$ cat config.mk
export PLATFORM = sky130hd
export DESIGN_NAME = display_bus_arbiter
export DESIGN_NICKNAME = d
export VERILOG_FILES = /design/src/rtl/display_arb_pkg.sv /design/src/rtl/arb_priority_pick.sv /design/src/rtl/display_bus_arbiter.sv
export SDC_FILE = /design/constraint.sdc
export NUM_CORES = 1
export LEC_CHECK = 0
export ABC_AREA = 0
export BUFFER_PORTS_ARGS = -buffer_cell sky130_fd_sc_hd__buf_2
export CAP_MARGIN = 20
export CORE_AREA = 2 2 61 63
export DETAILED_ROUTE_END_ITERATION = 7
export DIE_AREA = 0 0 63 65
export PLACE_DENSITY = 0.85
export SLEW_MARGIN = 0
export SYNTH_ARGS = -nofsm -noshare
export SYNTH_HDL_FRONTEND = slang
export SYNTH_HIERARCHICAL = 1
export SYNTH_SLANG_ARGS = --single-unit
$ cat constraint.sdc
create_clock -name clk -period 3.1 [get_ports clk]
set_input_delay 0.775 -clock clk [delete_from_list [all_inputs] [get_ports clk]]
set_output_delay 0.775 -clock clk [all_outputs]
set_load 0.01 [all_outputs]
$ cat src/rtl/display_arb_pkg.sv
// Shared constants, state encoding and helpers for the display bus arbiter.
// The priority rotation option is controlled by the ARB_ROUND_ROBIN_EN macro in display_bus_arbiter.
package display_arb_pkg;

  localparam int NREQ            = 8;
  localparam int IDW             = 3;
  localparam int TIMEOUT_DEFAULT = 255;

  // Encoding 2'd3 is unused; the FSM treats it as IDLE.
  typedef enum logic [1:0] {
    IDLE    = 2'd0,
    OWN     = 2'd1,
    RECOVER = 2'd2
  } arb_state_t;

  function automatic logic [NREQ-1:0] idx_to_onehot(input logic [IDW-1:0] idx);
    return NREQ'(1) << idx;
  endfunction

endpackage

$ cat src/rtl/arb_priority_pick.sv
// Combinational priority picker: i_top has highest priority, then i_top-1, ... wrapping mod NREQ.
module arb_priority_pick
  import display_arb_pkg::*;
(
  input  logic [NREQ-1:0] i_req,
  input  logic [IDW-1:0]  i_top,
  output logic [IDW-1:0]  o_winner,
  output logic            o_any
);

  logic [IDW-1:0]  w_idx [NREQ];
  logic [NREQ-1:0] w_hit;

  // Rank gi holds the requester index that is gi steps below the top pointer.
  genvar gi;
  generate
    for (gi = 0; gi < NREQ; gi++) begin : g_rank
      assign w_idx[gi] = i_top - IDW'(gi);
      assign w_hit[gi] = i_req[w_idx[gi]];
    end
  endgenerate

  always_comb begin
    o_any    = |w_hit;
    o_winner = i_top;
    for (int i = NREQ - 1; i >= 0; i--) begin
      if (w_hit[i]) o_winner = w_idx[i];
    end
  end

endmodule

$ cat src/rtl/display_bus_arbiter.sv
// Arbitrates one display-memory read port among NREQ requesters with hold timeout and a recovery cycle.
// Define ARB_ROUND_ROBIN_EN to rotate priority after every tenure; otherwise fixed priority (7 highest).
module display_bus_arbiter
  import display_arb_pkg::*;
#(
  parameter int TIMEOUT = TIMEOUT_DEFAULT,
  parameter int TOW     = 8
)(
  input  logic            clk,
  input  logic            reset,
  input  logic [NREQ-1:0] req,
  input  logic            done,
  output logic [NREQ-1:0] grant,
  output logic [IDW-1:0]  grant_id,
  output logic            grant_valid,
  output logic            timeout_flag
);

  arb_state_t      r_state, w_state_next;
  logic [NREQ-1:0] r_grant, w_grant_next;
  logic [IDW-1:0]  r_grant_id, w_grant_id_next;
  logic            r_grant_valid;
  logic            r_timeout, w_timeout_next;
  logic [TOW-1:0]  r_hold, w_hold_next;

  logic [IDW-1:0]  w_top;
  logic [IDW-1:0]  w_winner;
  logic            w_any;
  logic            w_owner_req;
  logic            w_expired;
  logic            w_exit;

  assign w_owner_req = req[r_grant_id];
  assign w_expired   = (r_hold == TOW'(TIMEOUT));
  assign w_exit      = done | ~w_owner_req | w_expired;

`ifdef ARB_ROUND_ROBIN_EN
  logic [IDW-1:0] r_ptr;

  // After owner k finishes, k-1 becomes top priority and k drops to the bottom.
  always_ff @(posedge clk or posedge reset) begin
    if (reset) begin
      r_ptr <= IDW'(NREQ - 1);
    end else if (r_state == OWN && w_exit) begin
      r_ptr <= r_grant_id - IDW'(1);
    end
  end

  assign w_top = r_ptr;
`else
  assign w_top = IDW'(NREQ - 1);
`endif

  arb_priority_pick u_pick (
    .i_req    (req),
    .i_top    (w_top),
    .o_winner (w_winner),
    .o_any    (w_any)
  );

  always_comb begin
    w_state_next    = r_state;
    w_grant_next    = r_grant;
    w_grant_id_next = r_grant_id;
    w_hold_next     = r_hold;
    w_timeout_next  = 1'b0;
    case (r_state)
      OWN: begin
        if (w_exit) begin
          w_state_next   = RECOVER;
          w_grant_next   = '0;
          w_hold_next    = '0;
          // Timeout only counts when neither done nor a dropped request also ended the tenure.
          w_timeout_next = w_expired & ~done & w_owner_req;
        end else if (r_hold != '1) begin
          w_hold_next = r_hold + TOW'(1);
        end
      end
      RECOVER: begin
        w_state_next = IDLE;
        w_grant_next = '0;
      end
      default: begin
        w_state_next = IDLE;
        w_grant_next = '0;
        if (w_any) begin
          w_state_next    = OWN;
          w_grant_next    = idx_to_onehot(w_winner);
          w_grant_id_next = w_winner;
          w_hold_next     = TOW'(1);
        end
      end
    endcase
  end

  always_ff @(posedge clk or posedge reset) begin
    if (reset) begin
      r_state       <= IDLE;
      r_grant       <= '0;
      r_grant_id    <= '0;
      r_grant_valid <= 1'b0;
      r_timeout     <= 1'b0;
      r_hold        <= '0;
    end else begin
      r_state       <= w_state_next;
      r_grant       <= w_grant_next;
      r_grant_id    <= w_grant_id_next;
      r_grant_valid <= |w_grant_next;
      r_timeout     <= w_timeout_next;
      r_hold        <= w_hold_next;
    end
  end

  assign grant        = r_grant;
  assign grant_id     = r_grant_id;
  assign grant_valid  = r_grant_valid;
  assign timeout_flag = r_timeout;

endmodule
* After elaboration in Yosys (flattened, before gate mapping)
Index checks and enable logic that the tools add are counted.
Widths: inputs -> output; s select.
** Word-level totals
- Bits in registers :: 23
- Input port bits :: 11
- Output and inout bits :: 13
- Word-level logic and storage cells :: 51
** Operators by class
- Add/subtract/negate cells :: 1
- Magnitude comparators :: 1
- Equal/unequal tests :: 6
- Shifts and indexed selects :: 1
- Mux-type cells :: 22
- Bitwise operators :: 8
- Reductions and logical operators :: 6
** Operator list (count)
- $mux 8 :: 5
- $pmux 8 s2 :: 2
- $mux 3 :: 8
- $reduce_or 8->1 :: 2
- $add 8x1->8 const B :: 1
- $eq 8x8->1 const B :: 1
- $ne 8x8->1 const B :: 1
- $shl 1x3->8 const A :: 1
- $lt 3x4->1 const B :: 1
- $mux 1 :: 4
- $not 1->1 :: 4
- $pmux 2 s2 :: 1
- $bmux 1 s3 :: 1
- $ne 3x3->1 const B :: 1
- $reduce_and 3->1 :: 1
- $and 1x1->1 :: 2
- $eq 2x1->1 const B :: 1
- $eq 2x2->1 const B :: 1
- $mux 2 :: 1
- $ne 2x2->1 const B :: 1
- $or 1x1->1 :: 2
- $reduce_and 2->1 :: 1
- $reduce_bool 2->1 :: 1
- $reduce_or 2->1 :: 1

* Depth between registers and ports, before layout
Gate-level depths: netlist of the first run.
- Depth in word-level cells :: 12
- Gate-level depth with buffers :: 15
- Mapped depth without buffers :: 11

* Hierarchy
The synthesis of the first run kept the hierarchy.
** By module, submodules not included
- display_bus_arbiter :: instances 1, cells an instance 114, area an instance 1214.9 µm², sequential area each 575.6 µm²
- arb_priority_pick :: instances 1, cells an instance 97, area an instance 933.4 µm², sequential area each 0.0 µm²

* Worst setup path after synthesis of the first run
Ideal clock, no wire load.
- Path type :: input -> register
- From :: input port req[4]
- To :: register r_hold[0]
- Setup time :: 0.126 ns
- Arrival time :: 2.662 ns
- Required time :: 2.974 ns
- Setup slack :: 0.312 ns
- Cell stages on the path :: 9
- Buffers on the path :: 1
- Cell sequence :: mux4_2 -> mux2i_4 -> nand2_1 -> nor2_1 -> nand4_1 -> o21bai_1 -> clkbuf_1 -> nor2_1 -> a221o_1
** Between the ends
- Elaborated cells on any way between the ends :: 11
- Those cells by class :: eq/ne (1); mux (4); bitwise (3); reduce/logical (3)
** RTL lines
- from (decl) :: RTL line display_bus_arbiter.sv:11 : input logic [NREQ-1:0] req,
- $reduce_or 8->1 :: RTL line arb_priority_pick.sv:24 : o_any = |w_hit;
- via w_any :: RTL line display_bus_arbiter.sv:28 : logic w_any;
- $reduce_bool 2->1 (no line)
- $reduce_and 3->1 (no line)
- to (signal assigned) :: RTL line display_bus_arbiter.sv:110 : r_hold <= w_hold_next;
- to (decl) :: RTL line display_bus_arbiter.sv:24 : logic [TOW-1:0] r_hold, w_hold_next;
The timed path passes the listed nets, and every way through them passes these cells. The select of a mux whose other input is x is not followed.
A chain may end at the register's enable or synchronous reset.

* Worst setup path after layout of the first run
- From :: input port req[0]
- To :: register r_hold[3]
Same word-level chain as after synthesis.

==> reports/summary.txt, run 1 <==
Asr flop ratio synth: 100%
Core footprint: 3500 um^2
Yosys warns: 6
Final Critical Period: 2630 ps
XOR/XNOR Fraction of Synth Area: 4.08%
Synth area leaders: dfrtp_1 27%, mux4_2 9.4%, mux2i_1 4.7%
FP Rows: 22
Yosys cell types: 53
Setup TNS: 0 ps
Placer Congestion: 0.901
Crit end category: register
Slew HR: 44.3%
GR Overflow Total: 0
WL final: 4590 um
Wire length per cell: 16.0 um
Detailed Routing Iterations Pass 1: 4
Die Width: 63 um
CP max-delay cell: mux4_2
CTS HTree Levels: 1
Critical path type: input pin to register
CP max stage delay: 550 ps
Total CTS buffers: 3
Largest area contributor in the synthesized netlist: dfrtp_1
Worst endpoint required time: 3300 ps
Number of port buffers: 23
Slew at the pin with the worst max-slew slack: 835 ps
CTS root buf: clkbuf_4
WP buf/inv: 2
Post-DP HPWL: 3570 um
Antenna violations before repair: 0
Commonest non-fill, non-tap cells in the layout: 23 x nand2_1, 23 x dfrtp_1, 23 x buf_2, 16 x a21oi_1, 14 x nor2_1
CTS clock-pin slew for the worst setup and hold paths: 130 ps
Final ANT Viol Nets: 0
Drc violations: 0
Hold Path Class: register to register
RSZ-0062 raised after global routing: false
Number of enable flip-flop cells after synthesis: 0
Top cell type's share of synthesized area: 26.8%
Syn avg cell area: 10.2 um^2
GRT Total Usage: 24.2%
Startpoint types: input pin
Beginning of the critical path: req[0]
Initial core utilization: 61.5%
Run status: completed
Fraction of the mapped netlist area in adder cells: 2.91%
Mux cell area share after synthesis: 23.9%
Max-slew violations: 0
Hold wc startpoint: r_hold[1]
Yosys reg bits: 23
Max Freq: 380 MHz
Layout cells sized above 1: 25.9%
Vias in the first global route: 1726
Min Hold Slack: 547 ps
Largest family of logic cells by synthesized area: multiplexers
First-pass GRT wire length: 7850 um
Leak Pwr: 0.00103 uW
Ports: 24
Hold-fix buffers, CTS: 0
Via count: 1778
Die area: 4100 um^2
Post-CTS Setup Bufs: 0
Antenna fix cells: 0
Final Hold Vio Count: 0
Drt via density: 6.20
Simple-Gate Fraction of Synth Area: 15.7%
Complex-gate fraction of the synthesized area: 19.3%
DRT iter0 DRCs: 119
Critical Path Fanout Max: 9
Clock buffer depth: 2
Syn Inst Count: 211
# setup viols final: 0
Max Cap Violations: 0
Worst skew pair latency: 320 ps
Worst Path Arrival: 2830 ps
Die height: 65 um
Worst clock skew: 9.87 ps
Main flop type after synthesis: dfrtp_1
Post-layout power: 1370 uW
Worst R2R Start: grant_id[0]
Netlist Area Pre-Place: 2150 um^2
CP delay by family, top: multiplexers
Clk sinks: 23
P per Cell Area: 597 nW/um^2
CTS tree: yes
Tcrit/Tclk final: 84.9%
Maximum VDD drop: 0.000417 V
Final core utilization: 65.8%
Sequential element share of the synthesized area: 26.8%
Largest net degree at the start of global routing: 24
Resize count post-CTS: 0
CP most frequent cell: nor2_1
P&R area growth vs syn: 7.11%
Fin nets: 256
CP Cell Sequence: buf_2, mux4_2, mux2i_4, nand2_1, nor2_1, nand4_1, o21bai_1, buf_4, nor2_1, xnor2_1, a21oi_1
final timing paths:
check | end | slack (ps) | depth (start not counted)
setup / recovery | r_hold[3] | 470 | 11
hold / removal | r_hold[1] | 550 | 2
setup reg to reg | grant[6] | 1200 | 4
hold reg to reg | r_hold[1] | 550 | 2
max in group asynchronous | grant_id[2] | 1980 | 2
min in group asynchronous | r_hold[4] | 600 | 2
stage by stage:
stage	cell area [um^2]	std cells	worst slack [ps]
after detailed placement	2270	283	148
after global placement	2270	283	208
after floorplan	2170	216	312
final	2300	287	467
after CTS	2300	287	489
after global routing	2300	287	297
cell usage after synthesis (3+ instances only):
library cell	count
a21oi_1	16
a22oi_1	3
a31o_2	3
a32o_1	7
and2_1	3
and3_1	3
buf_6	4
clkbuf_8	3
dfrtp_1	23
ha_1	5
inv_1	11
mux2_2	6
mux2i_1	10
mux2i_4	4
mux4_2	9
nand2_1	23
nand3_1	5
nand4_1	5
nor2_1	14
nor2b_1	4
nor3_1	3
nor4_1	3
o21ai_0	7
xnor2_1	4
worst register-to-register path: stages, from the launching register on:
cell and delay (ps):
dfrtp_1 490, mux2i_1 150, a22oi_1 480, and3b_1 490, a32o_1 240
logic make-up (layout without fill, tap and decap cells):
kind of cell / after synthesis / after routing
flops: 23 / 23
other cells: 1 / 6
buf+inv: 21 / 44
simple gates: 68 / 68
fa+ha+maj: 5 / 5
xor+xnor: 7 / 7
compound gates: 55 / 55
mux: 31 / 31
power breakdown:
part | switching [uW] | leakage [uW] | internal [uW]
registers | 74.4 | 0.000303 | 377
clock network | 89.6 | 0.0000177 | 48.3
logic | 440 | 0.000704 | 344
per-layer routing:
layer  vias to the layer above  GRT usage [%]  wire length, um
li1                        860              -                -
met1                       837           31.3             1920
met2                        68           42.3             2300
met3                        13           2.08              242
met4                         0           9.44              130
met5                         -              0                0
sequential cells by signal, summed over array words and instances (netlist names):
register	flops
r_state	2
grant	8
grant_id	3
timeout_flag	1
r_hold	8
grant_valid	1
layout make-up:
type                       count  area (um^2)
clock buffer                   3         22.5
clock inverter                 1         5.00
fill                         290         1190
inverter                      11         41.3
multi-input combinational    172         1440
sequential                    23          576
tap                           48         60.1
timing repair buffer          29          160
(Power assumes the default switching activity.)
==> inputs of run 2 (changes only) <==
--- a/config.mk
+++ b/config.mk
@@ -8,10 +8,10 @@
 export ABC_AREA = 0
 export BUFFER_PORTS_ARGS = -buffer_cell sky130_fd_sc_hd__buf_2
 export CAP_MARGIN = 20
-export CORE_AREA = 2 2 61 63
+export CORE_AREA = 2 2 64 66
 export DETAILED_ROUTE_END_ITERATION = 7
-export DIE_AREA = 0 0 63 65
-export PLACE_DENSITY = 0.85
+export DIE_AREA = 0 0 66 68
+export PLACE_DENSITY = 0.78
 export SLEW_MARGIN = 0
 export SYNTH_ARGS = -nofsm -noshare
 export SYNTH_HDL_FRONTEND = slang
==> constraint.sdc (replaced) <==
create_clock -name clk -period 2.7 [get_ports clk]
set_input_delay 0.675 -clock clk [delete_from_list [all_inputs] [get_ports clk]]
set_output_delay 0.675 -clock clk [all_outputs]
set_load 0.01 [all_outputs]
==> reports/summary.txt, run 2 (synthesis results as in run 1) <==
Layout cells sized above 1: 33.2% (+7.3 points)
Hold-fix buffers, CTS: 0 (unchanged)
Worst Path Arrival: 2640 ps (-190 ps)
Fin area: 2520 um^2 (+9.4%)
Seq pwr share: 29.6% (-3.2 points)
Die Width: 66 um (+4.8%)
GRT Total Usage: 24.4% (+0.15 points)
Commonest non-fill, non-tap cells in the layout: 32 x buf_4, 23 x nand2_1, 23 x dfrtp_1, 23 x buf_2, 16 x a21oi_1
Largest net degree at the start of global routing: 24 (unchanged)
Pint: 1020 uW (+32%)
P per Cell Area: 695 nW/um^2 (+16%)
Die height: 68 um (+4.6%)
Detailed Routing Iterations Pass 1: 4 (unchanged)
Max Cap Violations: 0 (unchanged)
Max-slew violations: 0 (unchanged)
Tcrit/Tclk final: 92.3%
Post-DP HPWL: 3930 um (+10%)
Commonest non-fill, non-tap cell in the layout: buf_4
Maximum VDD drop: 0.000592 V (+42%)
WL final: 5120 um (+12%)
Drt via density: 6.09 (-1.7%)
Combinational share of power: 58.2% (+1.1 points)
Critical path type: input pin to register
CP max stage delay: 500 ps (-50 ps)
CTS root buf: clkbuf_8
GR Overflow Total: 0 (unchanged)
Leak Pwr: 0.00116 uW (+13%)
Clock Power Share: 12.1% (+2.1 points)
WP buf/inv: 2 (unchanged)
Area post-placement: 2470 um^2 (+8.7%)
Post-layout power: 1750 uW (+27%)
Fill count: 298 (+2.8%)
Antenna violations before repair: 0 (unchanged)
CTS HTree Levels: 1 (unchanged)
Initial core utilization: 55.7% (-5.7 points)
Min Hold Slack: 516 ps (-31.2 ps)
Sw frac: 41.8% (-2.2 points)
Worst clock skew: 8.69 ps (-1.18 ps)
Final Critical Period: 2490 ps
Ports: 24 (unchanged)
Hold Path Class: register to register
# setup viols final: 0 (unchanged)
CTS tree: yes
RSZ-0062 raised after global routing: false
Vias in the first global route: 1798 (+4.2%)
Max Freq: 401 MHz
CP Cell Sequence: buf_2, mux4_2, mux2i_4, buf_4, nand2_1, o211a_1, o21ai_1, xnor2_1, nor2b_1, a32o_1
Run status: completed
Setup TNS: 0 ps (unchanged)
Worst endpoint required time: 2850 ps (-450 ps)
Slew HR: 42.8% (-1.5 points)
Post-CTS Setup Bufs: 0 (unchanged)
First-pass GRT wire length: 8470 um (+7.9%)
Pre-CTS setup slack: -78.8 ps (-227 ps)
Number of port buffers: 23 (unchanged)
Die area: 4490 um^2 (+9.6%)
P&R area growth vs syn: 17.2%
Via count: 1918 (+7.9%)
Clk sinks: 23 (unchanged)
CTS clock-pin slew for the worst setup and hold paths: 80 ps (-50 ps)
Slew at the pin with the worst max-slew slack: 858 ps (+23.0 ps)
Startpoint types: input pin
Clock buffer depth: 2 (unchanged)
Worst skew pair latency: 270 ps (-50 ps)
Setup ws final: 209 ps (-258 ps)
CP delay by family, top: multiplexers
DRT iter0 DRCs: 208 (+75%)
Sw Pwr: 731 uW (+21%)
CP max-delay cell: mux4_2
Resize count post-CTS: 0 (unchanged)
Placer Congestion: 0.820 (-9.0%)
Critical Path Fanout Max: 6 (-3)
Fin nets: 282 (+10%)
Final Hold Vio Count: 0 (unchanged)
Drc violations: 0 (unchanged)
Crit end category: register
Core footprint: 3860 um^2 (+10%)
Wire length per cell: 16.3 um (+1.6%)
Final ANT Viol Nets: 0 (unchanged)
Total CTS buffers: 3 (unchanged)
Antenna fix cells: 0 (unchanged)
FP Rows: 23 (+4.5%)
## run 2: worst paths after layout
check                                  from        end  slack (ps)  depth (start not counted)
worst min-delay path              r_hold[1]  r_hold[1]         520                          2
max in group asynchronous             reset   grant[3]        1600                          2
worst max-delay path                 req[4]   grant[2]         210                         10
worst min register to register    r_hold[1]  r_hold[1]         520                          2
worst max register to register  grant_id[0]   grant[2]         870                          4
min in group asynchronous             reset  r_hold[3]         570                          2
## run 2: layer usage
metal / share of wire, % / global-route usage (%)
met2: 50 / 42.6
met5: 0 / 0
met1: 43 / 32.4
met3: 5.3 / 2.47
met4: 2.1 / 7.14
## run 2: per-stage QoR
step | utilization [%] | std cells
after detailed placement | 64.1 | 311
final | 65.3 | 315
after CTS | 65.3 | 315
after global placement | 64.1 | 311
after floorplan | - | 216
after global routing | 65.3 | 315
## run 2: tightest hold or removal path, stage by stage, from the launching register on
cell,delay (ps)
dfrtp_1,370
nand2_1,50
o21ai_0,60
## run 2: power groups by stage
stage	Combinational (uW)	Sequential (uW)	Clock (uW)
floorplan	671	525	0
global placement	983	520	0
detailed placement	994	523	0
CTS	1000	517	219
global route	1110	533	227
finish	1020	518	212
## run 2: area by class of cell
cell class / instances / area, um^2 / area share (%)
repair buffers: 55 / 355 / 14.1
flip-flops and latches: 23 / 576 / 22.9
well taps: 50 / 62.6 / 2.49
clock buffers: 3 / 41.3 / 1.64
inverters: 11 / 41.3 / 1.64
multi-input cells: 172 / 1440 / 57.1
clock inverters: 1 / 5.00 / 0.199
